<file path="src/rtl/mips_debug_pkg.sv">
// mips_debug_pkg: constants and types shared by the debug dump path.
//   - NB_BYTE / BYTES_PER_WORD: stream byte width and bytes per default word.
//   - CKSUM_SEED: initial value of the running XOR. The debug-unit parser
//     starts its own XOR from this same value.
//   - dump_state_e: dump FSM states. ST_CKSUM exists only when
//     MEM_DUMP_CHECKSUM_EN is defined.
package mips_debug_pkg;

  localparam int unsigned NB_BYTE         = 8;
  localparam int unsigned NB_DATA_DEFAULT = 32;
  localparam int unsigned BYTES_PER_WORD  = NB_DATA_DEFAULT / NB_BYTE;

  localparam logic [NB_BYTE-1:0] CKSUM_SEED = '0;

  function automatic int unsigned bytes_per_word(input int unsigned nb_data,
                                                 input int unsigned nb_byte);
    return nb_data / nb_byte;
  endfunction

  typedef enum logic [2:0] {
    ST_IDLE,
    ST_REQ,
    ST_WAIT,
    ST_SEND,
`ifdef MEM_DUMP_CHECKSUM_EN
    ST_CKSUM,
`endif
    ST_DONE
  } dump_state_e;

endpackage

</file>
<file path="src/rtl/mem_dump_reader_word_serializer.sv">
// word_serializer: holds one word and hands it out byte by byte, MSB first.
// It is also meant to be reused by the register-file and PC dump paths.
//   i_clock, i_reset : clock, asynchronous active-high reset
//   i_load, i_data   : capture a new word and restart the byte counter
//   i_shift          : advance to the next byte (ignored while i_load is high)
//   o_next_byte      : byte that becomes the top byte after the next shift
//   o_last           : the current top byte is the last byte of the word
module word_serializer
  import mips_debug_pkg::*;
#(
  parameter int unsigned NB_DATA = 32,
  parameter int unsigned NB_BYTE = mips_debug_pkg::NB_BYTE
) (
  input  logic               i_clock,
  input  logic               i_reset,
  input  logic               i_load,
  input  logic [NB_DATA-1:0] i_data,
  input  logic               i_shift,
  output logic [NB_BYTE-1:0] o_next_byte,
  output logic               o_last
);

  localparam int unsigned BPW    = bytes_per_word(NB_DATA, NB_BYTE);
  localparam int unsigned NB_IDX = (BPW > 1) ? $clog2(BPW) : 1;
  localparam logic [NB_IDX-1:0] LAST_IDX = NB_IDX'(BPW - 1);

  logic [NB_DATA-1:0] shift_q, shift_d, shifted;
  logic [NB_IDX-1:0]  byte_idx_q, byte_idx_d;

  always_comb begin
    shifted    = shift_q << NB_BYTE;
    shift_d    = shift_q;
    byte_idx_d = byte_idx_q;
    if (i_load) begin
      shift_d    = i_data;
      byte_idx_d = '0;
    end else if (i_shift) begin
      shift_d    = shifted;
      byte_idx_d = byte_idx_q + 1'b1;
    end
  end

  always_ff @(posedge i_clock or posedge i_reset) begin
    if (i_reset) begin
      shift_q    <= '0;
      byte_idx_q <= '0;
    end else begin
      shift_q    <= shift_d;
      byte_idx_q <= byte_idx_d;
    end
  end

  // The owner keeps its own registered copy of the byte it presents, so it
  // needs to see the byte that comes next rather than the current one.
  assign o_next_byte = shifted[NB_DATA-1 -: NB_BYTE];
  assign o_last      = (byte_idx_q == LAST_IDX);

endmodule

</file>
<file path="src/rtl/mem_dump_reader.sv">
// mem_dump_reader: on request, reads data-memory words 0..N_WORDS-1 through
// the debug read port and streams each word MSB byte first to the UART TX.
// Optional: MEM_DUMP_CHECKSUM_EN appends one XOR-of-all-bytes trailer byte.
//   i_clock, i_reset            : clock, asynchronous active-high reset
//   i_start                     : dump request, honoured only when idle
//   o_busy, o_done              : not-idle flag, one-cycle completion pulse
//   o_mem_address/_read_enable  : word address and one-cycle read strobe
//   i_mem_read_data             : registered read data (one cycle after strobe)
//   o_tx_data/_valid, i_tx_ready: byte stream, transfer on valid & ready
// Every output comes directly from a flop.
module mem_dump_reader
  import mips_debug_pkg::*;
#(
  parameter int unsigned NB_DATA = 32,
  parameter int unsigned NB_ADDR = 5,
  parameter int unsigned N_WORDS = 32,
  parameter int unsigned NB_BYTE = mips_debug_pkg::NB_BYTE
) (
  input  logic               i_clock,
  input  logic               i_reset,
  input  logic               i_start,
  output logic               o_busy,
  output logic               o_done,
  output logic [NB_ADDR-1:0] o_mem_address,
  output logic               o_mem_read_enable,
  input  logic [NB_DATA-1:0] i_mem_read_data,
  output logic [NB_BYTE-1:0] o_tx_data,
  output logic               o_tx_valid,
  input  logic               i_tx_ready
);

  localparam logic [NB_ADDR-1:0] LAST_ADDR = NB_ADDR'(N_WORDS - 1);

  dump_state_e        state_q, state_d;
  logic [NB_ADDR-1:0] addr_q, addr_d;
  logic               ren_q, ren_d;
  logic               valid_q, valid_d;
  logic               busy_q, busy_d;
  logic               done_q, done_d;
  logic [NB_BYTE-1:0] tx_data_q, tx_data_d;
`ifdef MEM_DUMP_CHECKSUM_EN
  logic [NB_BYTE-1:0] cksum_q, cksum_d;
`endif

  logic               ser_load, ser_shift, ser_last;
  logic [NB_BYTE-1:0] ser_next_byte;
  logic               handshake;

  word_serializer #(
    .NB_DATA (NB_DATA),
    .NB_BYTE (NB_BYTE)
  ) u_word_serializer (
    .i_clock     (i_clock),
    .i_reset     (i_reset),
    .i_load      (ser_load),
    .i_data      (i_mem_read_data),
    .i_shift     (ser_shift),
    .o_next_byte (ser_next_byte),
    .o_last      (ser_last)
  );

  assign handshake = valid_q & i_tx_ready;

  always_comb begin
    state_d   = state_q;
    addr_d    = addr_q;
    ren_d     = 1'b0;
    valid_d   = valid_q;
    tx_data_d = tx_data_q;
    ser_load  = 1'b0;
    ser_shift = 1'b0;
`ifdef MEM_DUMP_CHECKSUM_EN
    cksum_d   = cksum_q;
`endif

    unique case (state_q)
      ST_IDLE: begin
        if (i_start) begin
          state_d = ST_REQ;
          addr_d  = '0;
          ren_d   = 1'b1;
`ifdef MEM_DUMP_CHECKSUM_EN
          cksum_d = CKSUM_SEED;
`endif
        end
      end

      ST_REQ: state_d = ST_WAIT;

      // Read data is valid now: the top byte goes straight into the output
      // flop while the whole word is loaded into the serializer, so valid
      // rises two edges after the start is sampled.
      ST_WAIT: begin
        ser_load  = 1'b1;
        tx_data_d = i_mem_read_data[NB_DATA-1 -: NB_BYTE];
        valid_d   = 1'b1;
        state_d   = ST_SEND;
      end

      ST_SEND: begin
        if (handshake) begin
`ifdef MEM_DUMP_CHECKSUM_EN
          cksum_d = cksum_q ^ tx_data_q;
`endif
          if (!ser_last) begin
            ser_shift = 1'b1;
            tx_data_d = ser_next_byte;
          end else if (addr_q == LAST_ADDR) begin
`ifdef MEM_DUMP_CHECKSUM_EN
            // Valid stays high: the trailer byte follows without a gap.
            tx_data_d = cksum_q ^ tx_data_q;
            state_d   = ST_CKSUM;
`else
            valid_d   = 1'b0;
            state_d   = ST_DONE;
`endif
          end else begin
            valid_d = 1'b0;
            addr_d  = addr_q + 1'b1;
            ren_d   = 1'b1;
            state_d = ST_REQ;
          end
        end
      end

`ifdef MEM_DUMP_CHECKSUM_EN
      ST_CKSUM: begin
        if (handshake) begin
          valid_d = 1'b0;
          state_d = ST_DONE;
        end
      end
`endif

      ST_DONE: state_d = ST_IDLE;

      default: state_d = ST_IDLE;
    endcase

    busy_d = (state_d != ST_IDLE);
    done_d = (state_d == ST_DONE);
  end

  always_ff @(posedge i_clock or posedge i_reset) begin
    if (i_reset) begin
      state_q   <= ST_IDLE;
      addr_q    <= '0;
      ren_q     <= 1'b0;
      valid_q   <= 1'b0;
      busy_q    <= 1'b0;
      done_q    <= 1'b0;
      tx_data_q <= '0;
`ifdef MEM_DUMP_CHECKSUM_EN
      cksum_q   <= '0;
`endif
    end else begin
      state_q   <= state_d;
      addr_q    <= addr_d;
      ren_q     <= ren_d;
      valid_q   <= valid_d;
      busy_q    <= busy_d;
      done_q    <= done_d;
      tx_data_q <= tx_data_d;
`ifdef MEM_DUMP_CHECKSUM_EN
      cksum_q   <= cksum_d;
`endif
    end
  end

  assign o_busy            = busy_q;
  assign o_done            = done_q;
  assign o_mem_address     = addr_q;
  assign o_mem_read_enable = ren_q;
  assign o_tx_data         = tx_data_q;
  assign o_tx_valid        = valid_q;

endmodule

</file>
<file path="config.mk">
export PLATFORM = sky130hd
export DESIGN_NAME = mem_dump_reader
export DESIGN_NICKNAME = d
export VERILOG_FILES = /design/src/rtl/mips_debug_pkg.sv /design/src/rtl/mem_dump_reader_word_serializer.sv /design/src/rtl/mem_dump_reader.sv
export SDC_FILE = /design/constraint.sdc
export NUM_CORES = 1
export LEC_CHECK = 0
export BUFFER_PORTS_ARGS = -buffer_cell sky130_fd_sc_hd__buf_2
export CAP_MARGIN = 10
export CORE_ASPECT_RATIO = 0.8
export CORE_MARGIN = 2
export CORE_UTILIZATION = 50
export DETAILED_ROUTE_END_ITERATION = 10
export PLACE_DENSITY = 0.75
export SKIP_LAST_GASP = 1
export SLEW_MARGIN = 20
export SYNTH_ARGS = -nofsm -noshare
export SYNTH_HDL_FRONTEND = slang
export SYNTH_SLANG_ARGS = --single-unit
</file>
<file path="constraint.sdc">
create_clock -name i_clock -period 4.15 [get_ports i_clock]
set_input_delay 0.6225 -clock i_clock [delete_from_list [all_inputs] [get_ports i_clock]]
set_output_delay 0.6225 -clock i_clock [all_outputs]
set_load 0.1 [all_outputs]
</file>
[Yosys cells after proc, flatten, opt, wreduce, memory -nomap -nowiden]
Cells that the tools add are included.
Cells by class
  equal/unequal tests: 11
  bitwise gates (word level): 1
  multiplexer cells: 29
  add/subtract/negate cells: 2
  reductions and logical operators: 8
Operator list (number)
  $mux 24: 2
  $mux 5: 4
  $mux 8: 2
  $pmux 8 s2: 1
  $mux 3: 4
  $pmux 3 s4: 1
  $mux 1: 10
  $ne 2x2->1 const B: 5
  $pmux 5 s2: 1
  $eq 3x2->1 const B: 2
  $reduce_and 3->1: 2
  $reduce_bool 2->1: 3
  $add 5x1->5 const B: 1
  $eq 5x5->1 const B: 1
  $reduce_and 5->1: 1
  $mux 2: 2
  $pmux 1 s2: 2
  $eq 3x1->1 const B: 1
  $eq 3x3->1 const B: 1
  $logic_not 3->1: 1
  $reduce_bool 3->1: 1
  $add 2x1->2 const B: 1
  $eq 2x2->1 const B: 1
  $and 1x1->1: 1
Storage, ports and cells
  flip-flop bits (word level): 46
  input port bits: 36
  logic and storage cells: 60

[Logic depth before layout (Yosys ltp)]
  word-level depth: 6
  gate-level depth with buffers: 6

[Modules after synthesis]
From an unflattened synthesis, not the netlist that was laid out.
Unflattened totals
  cells, all modules: 201
  area, all modules: 2306.0 sq um
By module, submodules not included
  word_serializer: instances 1, area each 1243.7 sq um, cells each 120
  mem_dump_reader: instances 1, area each 1062.3 sq um, cells each 81

[Worst setup path after synthesis]
No wires, ideal clock.
  path kind: register to register
  start point: register addr_q[0], in the netlist o_mem_address[0]
  end point: register addr_q[3], in the netlist o_mem_address[3]
  cell stages (with the launch flop): 7
  slack: 1.591 ns
  setup time: 0.084 ns
  data arrival time: 2.475 ns
  required time: 4.066 ns
  cells stage by stage: dfrtp_1 > ha_1 > and3_1 > ha_1 > nand4bb_1 > or4_1 > a21boi_0
On the way
  word-level cells in the longest chain between the ends: 5
RTL lines
  from (decl): line mem_dump_reader.sv:35  | logic [NB_ADDR-1:0] addr_q, addr_d;
  from (signal assigned): line mem_dump_reader.sv:158  | addr_q <= addr_d;
  $add 5x1->5: line mem_dump_reader.sv:119  | addr_d = addr_q + 1'b1;
  $mux 5: line mem_dump_reader.sv:108  | end else if (addr_q == LAST_ADDR) begin
  $mux 5: line mem_dump_reader.sv:105  | if (!ser_last) begin
  $mux 5: line mem_dump_reader.sv:101  | if (handshake) begin
  $pmux 5 s2: line mem_dump_reader.sv:76  | unique case (state_q)
Several ways; a longest one is shown, not always the timed one. The select of a mux whose other input is x is not followed.
A chain may end at the register's enable or synchronous reset.

[Final worst setup path]
Same ends and word-level chain as after synthesis.

==> results.sh <==
export IMPL_outcome="finished clean"
export IMPL_ys_seq_elements=46
export IMPL_postCtsSetupRepairBufs=0
export IMPL_final_hold_violation_count=0
export IMPL_crit_type="reg -> reg"
export IMPL_fin_crit_ns=2.188
export IMPL_synth_largest_area_cell="sky130_fd_sc_hd__dfrtp_1"
export IMPL_clk_root_buffer_cell="sky130_fd_sc_hd__clkbuf_8"
export IMPL_die_w_um=78.64
export IMPL_timing_critical_path_slowest_cell_delay_ns=0.53
export IMPL_unrepaired_setup_endpoints_after_global_routing="false"
export IMPL_relSlewSlack_pct=39.01
export IMPL_ys_warn_count=0
export IMPL_synth_top_area_share_pct=51.66
export IMPL_layoutNonFillerInstCount=324
export IMPL_min_from="o_tx_data[0]$_DFFE_PP0P_"
export IMPL_grt_pass1_vias=1639
export IMPL_place_gp_congestion=0.8074
export IMPL_yosys_area_share_simple_pct=20.49
export IMPL_fp_dieArea_mm2=0.005010
export IMPL_placement_setup_worst_slack_ns=2.002
export IMPL_tns_ns=0
export IMPL_area_delta_synth_final_pct=16.68
export IMPL_post_synth_fa_ha_maj_area_fraction_pct=1.684
export IMPL_synth_top_flop_cell="sky130_fd_sc_hd__dfrtp_1"
export IMPL_tightestPinTransition_ns=0.9136
export IMPL_core_area_mm2=0.004230
export IMPL_synth_top_family_by_area="simple AND/OR/NAND/NOR gates"
export IMPL_wl_per_cell_um=14.12
export IMPL_port_buffers=52
export IMPL_clock_slew_at_the_register_clock_pins_of_the_worst_setup_and_hold_paths_ns=0.08
export IMPL_synth_top_area_cells="sky130_fd_sc_hd__dfrtp_1 52%, sky130_fd_sc_hd__nand2_1 8.4%, sky130_fd_sc_hd__mux2_2 8.1%"
export IMPL_cts_buffer_depth=2
export IMPL_final_util_pct=61.46
export IMPL_clock_skew_ns=0.008130
export IMPL_initial_core_util_pct=52.68
export IMPL_crit_path_cell_trace="ha_1, and3_1, ha_1, nand4bb_1, or4_1, a21boi_0"
export IMPL_irDropWorstVdd_mv=0.3468
export IMPL_synth_edf_count=0
export IMPL_hold_ws_ns=0.5047
export IMPL_rr_endpoint="o_mem_address[3]$_DFFE_PP0P_"
export IMPL_cp_start_kind="flip-flop"
export IMPL_pin_count=53
export IMPL_timing_hold_worst_endpoint="o_tx_data[0]$_DFFE_PP0P_"
export IMPL_grtUsageTotal_pct=20.04
export IMPL_synth_net_count=260
export IMPL_setup_slack_after_layout_ns=1.962
export IMPL_rows=21
export IMPL_post_synth_instance_area_mm2=0.002228
export IMPL_detail_route_wirelength_mm=4.574
export IMPL_crit_required_ns=4.37
export IMPL_timing_reg2reg_worst_path_depth=6
export IMPL_post_cts_resized_instances=0
export IMPL_min_delay_path_class="reg -> reg"
export IMPL_timing_critical_path_mode_cell="sky130_fd_sc_hd__ha_1"
export IMPL_yosysUniqueCellTypes=35
export IMPL_n_fill_cell=364
export IMPL_cts_tree="built"
export IMPL_clock_tree_htree_level_count=2
export IMPL_num_vias=1766
export IMPL_detail_route_iter0_violations=138
export IMPL_antenna_cells_inserted=0
export IMPL_synth_cells=221
export IMPL_p_leak_nw=1.227
export IMPL_grt_first_pass_wirelength_mm=7.748
export IMPL_slew_viol_final=0
export IMPL_fmaxAchievable_mhz=457.1
export IMPL_holdPathStages=1
export IMPL_count_of_tritonroute_iterations_in_the_first_routing_pass=4
export IMPL_worst_path_max_fanout=8
export IMPL_critical_path_endpoint_type="flip-flop"
export IMPL_clock_sinks=46
export IMPL_synthArstFlopShare_pct=100.0
export IMPL_synth_compound_area_share_pct=13.59
export IMPL_final_min_period_over_clock_period_pct=52.71
export IMPL_r2r_start="o_mem_address[0]$_DFFE_PP0P_"
export IMPL_seq_area_frac_synth_pct=51.66
export IMPL_drc=0
export IMPL_maximum_number_of_pins_on_one_net_before_global_route_repair=47
export IMPL_post_route_cells_drive_above_1_share_pct=31.84
export IMPL_regToRegSetupSlack_ns=1.96
export IMPL_cap_viol_max_count=0
export IMPL_dp_cells=316
export IMPL_die_height_um=63.71
export IMPL_globalRouteOverflowTotal=0
export IMPL_synthXorXnorAreaFrac_pct=0
export IMPL_synthMuxAreaShare_pct=8.085
export IMPL_total_power_per_unit_cell_area_mw_per_mm2=833.6
export IMPL_critPathSlowestCell="sky130_fd_sc_hd__or4_1"
export IMPL_dp_final_hpwl_mm=3.085
export IMPL_grt_antenna_before_repair=0
export IMPL_cts_hold_repair_buffers=0
export IMPL_critical_path_arrival_ns=2.41
export IMPL_finalSetupViolCount=0
export IMPL_vias_per_cell=5.451
export IMPL_num_nets_final=305
export IMPL_syn_avg_cell_area_um2=10.08
export IMPL_number_of_cts_inserted_buffers=5
export IMPL_worstSkewPairLatency_ns=0.30
export IMPL_antenna_left=0
-- cells in the final DEF, fill, tap and decap left out, drive strengths merged --
master,instances
a211o,1
a211oi,1
a21boi,2
a21o,1
a21oi,4
a221o,2
a31oi,2
and3,5
and3b,2
buf,54
bufinv,1
clkbuf,5
clkinvlp,2
dfrtp,46
ha,3
inv,3
mux2,16
nand2,50
nand2b,1
nand3,19
nand3b,2
nand4bb,1
nor2,6
nor3,2
nor3b,1
o211ai,15
o21ai,12
o21bai,1
o31ai,2
or3,1
or3b,1
or4,2
or4b,1
-- per-stage QoR --
step | total power, W | area (um^2)
finish | 0.002167 | 2600
floorplan | 0.001649 | 2228
global route | 0.002314 | 2600
detailed placement | 0.001845 | 2486
global placement | 0.001820 | 2486
CTS | 0.002174 | 2600
-- sequential cells by signal, indices dropped and copies added (netlist names) --
register / flops
u_word_serializer.shift_q: 24
o_tx_data: 8
o_mem_address: 5
state_q: 3
u_word_serializer.byte_idx_q: 2
o_busy: 1
o_done: 1
o_mem_read_enable: 1
o_tx_valid: 1
-- how the worst max path moves through the flow --
stage / startpoint / endpoint / slack (ns) / depth (start not counted)
floorplan: o_mem_address[0]$_DFFE_PP0P_ / o_mem_address[3]$_DFFE_PP0P_ / 1.59 / 6
global placement: o_mem_address[0]$_DFFE_PP0P_ / o_mem_address[3]$_DFFE_PP0P_ / 2.05 / 6
detailed placement: o_mem_address[0]$_DFFE_PP0P_ / o_mem_address[3]$_DFFE_PP0P_ / 2.00 / 6
CTS: o_mem_address[0]$_DFFE_PP0P_ / o_mem_address[3]$_DFFE_PP0P_ / 1.97 / 6
global route: o_mem_address[0]$_DFFE_PP0P_ / o_mem_address[3]$_DFFE_PP0P_ / 1.81 / 6
finish: o_mem_address[0]$_DFFE_PP0P_ / o_mem_address[3]$_DFFE_PP0P_ / 1.96 / 6
-- layout make-up --
class	instances	area, um^2	share of cell area [%]
repair buffers	54	275.3	10.59
flip-flops and latches	46	1151	44.27
clock inverters	3	45.04	1.732
well taps	57	71.32	2.743
clock buffers	5	68.82	2.647
inverters	3	11.26	0.4331
multi-input cells	156	977.2	37.58
-- layer usage --
| layer | global-route usage [%] | share of wire (%) |
|---|---|---|
| met1 | 29.14 | 49 |
| met2 | 29.91 | 45 |
| met3 | 5.014 | 5.5 |
| met4 | 5.263 | 1.0 |
| met5 | 0 | 0 |
-- worst max-delay path, delay by kind of cell (launching register included) --
kind | cells | cell delay [ns]
compound gates | 1 | 0.16
flops | 1 | 0.42
fa+ha+maj | 2 | 0.45
simple gates | 3 | 1.08
-- cells in the mapped netlist (5+ instances only) --
master                     instances
sky130_fd_sc_hd__clkbuf_1          7
sky130_fd_sc_hd__and3_1            5
sky130_fd_sc_hd__dfrtp_1          46
sky130_fd_sc_hd__nor2_1            6
sky130_fd_sc_hd__o21ai_0          12
sky130_fd_sc_hd__nand3_1          19
sky130_fd_sc_hd__mux2_2           16
sky130_fd_sc_hd__o211ai_1         15
sky130_fd_sc_hd__nand2_1          50
sky130_fd_sc_hd__buf_2             5
-- cell families (layout without fill, tap and decap cells) --
logic type | Yosys count | count (layout)
AOI/OAI and AO/OA | 43 | 43
adders and majority gates | 3 | 3
buffers and inverters | 19 | 65
DFF | 46 | 46
muxes | 16 | 16
and+or+nand+nor | 94 | 94
-- power breakdown --
part           total [W]  internal (W)  switching [W]
sequential      0.000731      0.000623       0.000108
combinational    0.00110      0.000321       0.000782
clock           0.000334      0.000179       0.000155
total            0.00217       0.00112        0.00104
No activity file was read; power rests on OpenSTA's default activity.
